$ cat src/rtl/wb_burst_master_pkg.sv
// Shared constants and state encoding for the Wishbone burst master.
// Cycle-type tags follow the Wishbone B3 registered-feedback encoding.
package wb_burst_master_pkg;

    localparam logic [2:0] CTI_CLASSIC = 3'b000;
    localparam logic [2:0] CTI_INCR    = 3'b010;
    localparam logic [2:0] CTI_EOB     = 3'b111;
    localparam logic [1:0] BTE_LINEAR  = 2'b00;

    typedef enum logic {
        IDLE  = 1'b0,
        BURST = 1'b1
    } state_t;

endpackage

$ cat src/rtl/wb_ack_watchdog.sv
// Ack watchdog: counts stalled strobe cycles and flags expiry at TO_CYC.
// Compiled only when WB_BURST_MASTER_TIMEOUT_EN is defined.
`ifdef WB_BURST_MASTER_TIMEOUT_EN
module wb_ack_watchdog #(
    parameter int TO_CYC = 256
) (
    input  logic i_clk,
    input  logic i_rst_n,
    input  logic i_run,
    output logic o_expired
);

    localparam int CW = $clog2(TO_CYC + 1);
    localparam logic [CW-1:0] LIMIT = CW'(TO_CYC - 1);

    logic [CW-1:0] r_count;

    always_ff @(posedge i_clk or negedge i_rst_n) begin
        if (!i_rst_n) begin
            r_count <= '0;
        end else if (!i_run) begin
            r_count <= '0;
        end else begin
            r_count <= r_count + 1'b1;
        end
    end

    // Expiry fires in the TO_CYC-th waiting cycle so the abort lands on that edge.
    assign o_expired = i_run && (r_count == LIMIT);

endmodule
`endif

$ cat src/rtl/wb_burst_master.sv
// Wishbone B3 incrementing-burst master with command, write-data and read-data streams.
// Optional ack timeout enabled by defining WB_BURST_MASTER_TIMEOUT_EN.
module wb_burst_master
    import wb_burst_master_pkg::*;
#(
    parameter int dw     = 32,
    parameter int aw     = 32,
    parameter int LW     = 4,
    parameter int TO_CYC = 256
) (
    input  logic          wb_clk_i,
    input  logic          wb_rst_i,
    input  logic          cmd_valid_i,
    output logic          cmd_ready_o,
    input  logic          cmd_we_i,
    input  logic [aw-1:0] cmd_adr_i,
    input  logic [LW-1:0] cmd_len_i,
    input  logic          wdat_valid_i,
    output logic          wdat_ready_o,
    input  logic [dw-1:0] wdat_i,
    output logic          rdat_valid_o,
    input  logic          rdat_ready_i,
    output logic [dw-1:0] rdat_o,
    output logic          rdat_last_o,
    output logic          done_o,
    output logic          err_o,
    output logic [aw-1:0] wb_adr_o,
    output logic [dw-1:0] wb_dat_o,
    output logic [3:0]    wb_sel_o,
    output logic          wb_we_o,
    output logic [1:0]    wb_bte_o,
    output logic [2:0]    wb_cti_o,
    output logic          wb_cyc_o,
    output logic          wb_stb_o,
    input  logic [dw-1:0] wb_dat_i,
    input  logic          wb_ack_i,
    input  logic          wb_err_i,
    input  logic          wb_rty_i
);

    state_t        r_state;
    state_t        w_state_nxt;
    logic          r_we;
    logic          r_single;
    logic [aw-1:0] r_adr;
    logic [LW-1:0] r_cnt;
    logic [dw-1:0] r_rdat;
    logic          r_rvalid;
    logic          r_rlast;
    logic          r_done;
    logic          r_err;

    logic          w_burst;
    logic          w_accept;
    logic          w_stb;
    logic          w_abort;
    logic          w_ack;
    logic          w_last;
    logic          w_timeout;

    assign w_burst  = (r_state == BURST);
    assign w_accept = !w_burst && cmd_valid_i;
    assign w_last   = (r_cnt == '0);

    // Reads hold off the strobe while the single output register is still occupied.
    assign w_stb   = w_burst && (r_we ? wdat_valid_i : (!r_rvalid || rdat_ready_i));
    assign w_abort = w_stb && (wb_err_i || wb_rty_i || w_timeout);
    assign w_ack   = w_stb && wb_ack_i && !w_abort;

`ifdef WB_BURST_MASTER_TIMEOUT_EN
    wb_ack_watchdog #(
        .TO_CYC (TO_CYC)
    ) u_watchdog (
        .i_clk     (wb_clk_i),
        .i_rst_n   (wb_rst_i),
        .i_run     (w_stb && !wb_ack_i),
        .o_expired (w_timeout)
    );
`else
    // Without the watchdog the master waits for the slave indefinitely.
    assign w_timeout = (TO_CYC < 0);
`endif

    always_ff @(posedge wb_clk_i or negedge wb_rst_i) begin
        if (!wb_rst_i) begin
            r_state <= IDLE;
        end else begin
            r_state <= w_state_nxt;
        end
    end

    always_comb begin
        w_state_nxt = r_state;
        cmd_ready_o = 1'b0;
        wb_cyc_o    = 1'b0;
        wb_stb_o    = 1'b0;
        wb_sel_o    = 4'h0;
        wb_we_o     = 1'b0;
        wb_adr_o    = '0;
        wb_dat_o    = '0;
        wb_cti_o    = CTI_CLASSIC;
        wb_bte_o    = BTE_LINEAR;
        case (r_state)
            IDLE: begin
                cmd_ready_o = 1'b1;
                if (cmd_valid_i) begin
                    w_state_nxt = BURST;
                end
            end
            BURST: begin
                wb_cyc_o = 1'b1;
                wb_stb_o = w_stb;
                wb_sel_o = 4'hf;
                wb_we_o  = r_we;
                wb_adr_o = r_adr;
                wb_dat_o = r_we ? wdat_i : '0;
                if (r_single) begin
                    wb_cti_o = CTI_CLASSIC;
                end else begin
                    wb_cti_o = w_last ? CTI_EOB : CTI_INCR;
                end
                if (w_abort || (w_ack && w_last)) begin
                    w_state_nxt = IDLE;
                end
            end
            default: w_state_nxt = IDLE;
        endcase
    end

    always_ff @(posedge wb_clk_i or negedge wb_rst_i) begin
        if (!wb_rst_i) begin
            r_we     <= 1'b0;
            r_single <= 1'b0;
            r_adr    <= '0;
            r_cnt    <= '0;
        end else if (w_accept) begin
            r_we     <= cmd_we_i;
            r_single <= (cmd_len_i == '0);
            r_adr    <= cmd_adr_i;
            r_cnt    <= cmd_len_i;
        end else if (w_ack) begin
            r_adr    <= r_adr + 1'b1;
            r_cnt    <= r_cnt - 1'b1;
        end
    end

    // A fresh ack refills the output register even when the consumer drains it the same cycle.
    always_ff @(posedge wb_clk_i or negedge wb_rst_i) begin
        if (!wb_rst_i) begin
            r_rdat   <= '0;
            r_rvalid <= 1'b0;
            r_rlast  <= 1'b0;
        end else if (w_ack && !r_we) begin
            r_rdat   <= wb_dat_i;
            r_rvalid <= 1'b1;
            r_rlast  <= w_last;
        end else if (rdat_ready_i) begin
            r_rvalid <= 1'b0;
            r_rlast  <= 1'b0;
        end
    end

    always_ff @(posedge wb_clk_i or negedge wb_rst_i) begin
        if (!wb_rst_i) begin
            r_done <= 1'b0;
            r_err  <= 1'b0;
        end else begin
            r_done <= w_ack && w_last;
            r_err  <= w_abort;
        end
    end

    assign wdat_ready_o = w_ack && r_we;
    assign rdat_o       = r_rdat;
    assign rdat_valid_o = r_rvalid;
    assign rdat_last_o  = r_rlast;
    assign done_o       = r_done;
    assign err_o        = r_err;

endmodule
$ cat config.mk
export PLATFORM = sky130hd
export DESIGN_NAME = wb_burst_master
export DESIGN_NICKNAME = d
export VERILOG_FILES = /design/src/rtl/wb_burst_master_pkg.sv /design/src/rtl/wb_ack_watchdog.sv /design/src/rtl/wb_burst_master.sv
export SDC_FILE = /design/constraint.sdc
export NUM_CORES = 1
export LEC_CHECK = 0
export CORE_ASPECT_RATIO = 1.25
export CORE_MARGIN = 3
export CORE_UTILIZATION = 39
export CTS_CLUSTER_DIAMETER = 120
export DETAILED_ROUTE_END_ITERATION = 6
export HOLD_SLACK_MARGIN = 0.02
export PLACE_DENSITY = 0.81
export SYNTH_ARGS = -nofsm -noshare
export SYNTH_HDL_FRONTEND = slang
export SYNTH_SLANG_ARGS = --single-unit
$ cat constraint.sdc
create_clock -name wb_clk_i -period 2.15 [get_ports wb_clk_i]
set_input_delay 0.3225 -clock wb_clk_i [delete_from_list [all_inputs] [get_ports wb_clk_i]]
set_output_delay 0.3225 -clock wb_clk_i [all_outputs]
set_load 0.01 [all_outputs]
==> flow_metrics.env <==
export IMPL_htreeDepth=3
export IMPL_cts_sinks=75
export IMPL_dp_cells=758
export IMPL_pwr_share_seq_pct=30.9
export IMPL_fin_crit_ps=2060
export IMPL_vias=3956
export IMPL_fin_ws_ps=85.2
export IMPL_rsz0062_at_grt="no"
export IMPL_syn2layout_area_growth_pct=66.8
export IMPL_slowest_stage="or3b_4"
export IMPL_maxSlewViolCount=0
export IMPL_final_cell_area_um2=6800
export IMPL_p_int_uw=5570
export IMPL_routabilityCongestion=0.927
export IMPL_reg2reg_to="rdat_o[29]$_DFFE_PN0P_"
export IMPL_routedWlPerCell_um=16.4
export IMPL_drtIter0Drc=188
export IMPL_power_density_nw_per_um2=1260
export IMPL_initial_core_util_pct=40.1
export IMPL_cp_max_fo=3
export IMPL_grt_util_all_layers_pct=21.6
export IMPL_dp_hpwl_um=9750
export IMPL_clock_power_share_pct=18.5
export IMPL_critical_path_arrival_ps=1740
export IMPL_grt_pass1_vias=3925
export IMPL_numCtsBuffers=9
export IMPL_clock_fmax_ghz=0.484
export IMPL_crit_start="r_we$_DFFE_PN0P_"
export IMPL_slowest_delay_ps=410
export IMPL_cts_tree="built"
export IMPL_cp_endpoint="wb_stb_o"
export IMPL_fp_dieW_um=97.4
export IMPL_crit_chain="or3b_4 > buf_4 > and3_1 > dlygate4sd2_1"
export IMPL_synth_area_per_cell_um2=9.66
export IMPL_port_buffers=220
export IMPL_outcome="completed"
export IMPL_synth_seq_cells=75
export IMPL_power_uw=8590
export IMPL_clk_path_buf_depth=2
export IMPL_finalClockSkew_ps=5.77
export IMPL_synth_area_um2=4080
export IMPL_firstDrtPassIters=4
export IMPL_dpl_cell_area_um2=6440
export IMPL_setup_violations=0
export IMPL_p_comb_share_pct=50.6
export IMPL_instances_no_fill=776
export IMPL_nets=753
export IMPL_syn_inst=422
export IMPL_start_kind="flip-flop"
export IMPL_grt_max_degree=54
export IMPL_num_antenna_cells=0
export IMPL_hold_path_class="in2reg"
export IMPL_yosys_warnings=0
export IMPL_wl_um=12700
export IMPL_cts_reportedPaths_clkPinSlew_ps=60
export IMPL_vdd_drop_max_v=0.000671
export IMPL_die_y_um=120
export IMPL_vias_per_cell=5.10
export IMPL_antenna_found_initial=0
export IMPL_dieArea_um2=11700
export IMPL_ys_flop_type="dfrtp_1"
export IMPL_rr_startpoint="r_we$_DFFE_PN0P_"
export IMPL_ys_async_sr_fraction_pct=100
export IMPL_worstSkewPairLatency_ps=330
export IMPL_finalSetupTns_ps=0
export IMPL_core_area_um2=10200
export IMPL_synth_cell_types=47
export IMPL_rrSetupSlack_ps=170
export IMPL_io_pins=223
export IMPL_fin_crit_sh_pct=96.0
export IMPL_route_antenna_remaining_nets=0
export IMPL_grt_pass1_wl_um=20400
export IMPL_synth_edf_count=0
export IMPL_pre_cts_slack_ps=-228
export IMPL_net_switching_power_uw=3020
export IMPL_finalHoldViolCount=0
export IMPL_synth_seq_area_share_pct=46.0
export IMPL_maxCapViolations=0
export IMPL_drive_gt1_share_pct=13.6
export IMPL_num_rows=41
export IMPL_clockRootBuffer="clkbuf_16"
export IMPL_netSwitchingFraction_pct=35.1
export IMPL_p_leak_uw=0.00289
export IMPL_drt_drc_violations_left=0
export IMPL_grt_overflow_total=0
export IMPL_critPathKind="reg2out"
export IMPL_ff2ff_path_depth=6
export IMPL_critPathRequiredTime_ps=1830
export IMPL_critPathCaptureType="output port"
metrics by stage:
step           hold WS (ps)  utilization, %
6_report                265            66.9
3_3_place_gp            303            63.5
2_1_floorplan          26.9               -
3_5_place_dp            313            63.5
5_1_grt                 298            66.9
4_1_cts                 505            66.8
what timing repair did:
item	4_1_cts	5_1_grt
resized for setup	4	9
setup buffers	1	0
hold buffers	1	0
setup endpoints to repair	15	30
hold endpoints to repair	36	0
Yosys cell counts (all sizes together), types with 15 or more instances:
cell type / instances / area share (%)
and3: 34 / 5.2
and2: 29 / 4.5
nand4: 17 / 3.1
mux2: 32 / 8.8
clkbuf: 17 / 1.6
nor2: 26 / 2.4
o21ai: 33 / 4.1
nand2: 43 / 4.0
buf: 17 / 3.0
xnor2: 15 / 3.2
dfrtp: 75 / 46
state kept, by name, summed over array words and instances (netlist names):
signal and cells:
done_o 1, rdat_last_o 1, rdat_valid_o 1, r_single 1, r_state 1, r_cnt 4
rdat_o 32, r_adr 32, r_we 1, err_o 1
layer usage:
layer	vias to the layer above	GRT usage, %	wire [um]
met2	183	36.6	6400
met5	-	0	0
met3	13	5.19	1000
met4	0	6.23	170
li1	1898	-	-
met1	1862	27.4	5130
logic make-up after synthesis:
family          after synthesis  share of synthesized area, %
fa+ha+maj                     2                         0.614
simple gates                192                          26.6
xor+xnor                     22                          4.73
other cells                   1                        0.0920
flops                        75                          46.0
mux                          32                          8.84
compound gates               52                          7.18
buf+inv                      46                          5.89
worst max-delay path, delay by kind of cell (launching register included):
kind	cells	cell delay [ps]
flops	1	400
buf+inv	2	430
simple gates	2	590
how the worst min path moves through the flow:
stage | startpoint | end | slack (ps) | depth (start not counted)
2_1_floorplan | wb_rst_i | done_o$_DFF_PN0_ | 30 | 0
3_3_place_gp | wb_rst_i | r_adr[13]$_DFFE_PN0P_ | 300 | 1
3_5_place_dp | wb_rst_i | r_adr[13]$_DFFE_PN0P_ | 310 | 1
4_1_cts | wb_rst_i | r_adr[13]$_DFFE_PN0P_ | 510 | 2
5_1_grt | rdat_ready_i | rdat_valid_o$_DFFE_PN0P_ | 300 | 2
6_report | rdat_ready_i | rdat_valid_o$_DFFE_PN0P_ | 270 | 2
power groups by stage:
stage	Clock, uW	Combinational [uW]	Sequential, uW
floorplan	0	1910	2690
global placement	0	4240	2650
detailed placement	0	4330	2680
CTS	1630	4390	2650
global route	1690	4680	2760
finish	1590	4340	2650
cell type report:
class                      count  area [um2]
timing repair buffer         244        2430
clock inverter                 6        88.8
clock buffer                  10         229
multi-input combinational    302        1980
tap                          129         161
sequential                    75        1880
fill                         793        3360
inverter                      10        37.5
layout by cell type, fill, tap and decap left out, types with 2 or more instances in the layout:
master | Yosys | final
nand3_1 | 6 | 6
nor3_1 | 8 | 6
ha_1 | 2 | 2
a31oi_1 | 11 | 11
clkinvlp_4 | 0 | 2
o211ai_1 | 2 | 2
conb_1 | 1 | 2
a21oi_1 | 2 | 2
o21ai_1 | 2 | 2
bufinv_16 | 0 | 2
nand4_1 | 15 | 15
xnor2_1 | 15 | 15
nor4_2 | 2 | 2
nor3_2 | 1 | 3
and3_1 | 34 | 34
dlygate4sd2_1 | 0 | 2
mux2_2 | 32 | 32
buf_12 | 0 | 3
and2_1 | 28 | 28
nor4_1 | 2 | 2
clkbuf_16 | 0 | 9
nor2_1 | 26 | 26
inv_1 | 9 | 9
buf_4 | 12 | 20
o21ai_0 | 31 | 31
dfrtp_1 | 75 | 74
nand2_1 | 42 | 42
xor2_1 | 7 | 7
or3_1 | 10 | 10
and4_1 | 3 | 3
nand2b_1 | 3 | 3
dlymetal6s2s_1 | 0 | 4
clkdlybuf4s50_1 | 0 | 212
(Power assumes the default switching activity.)
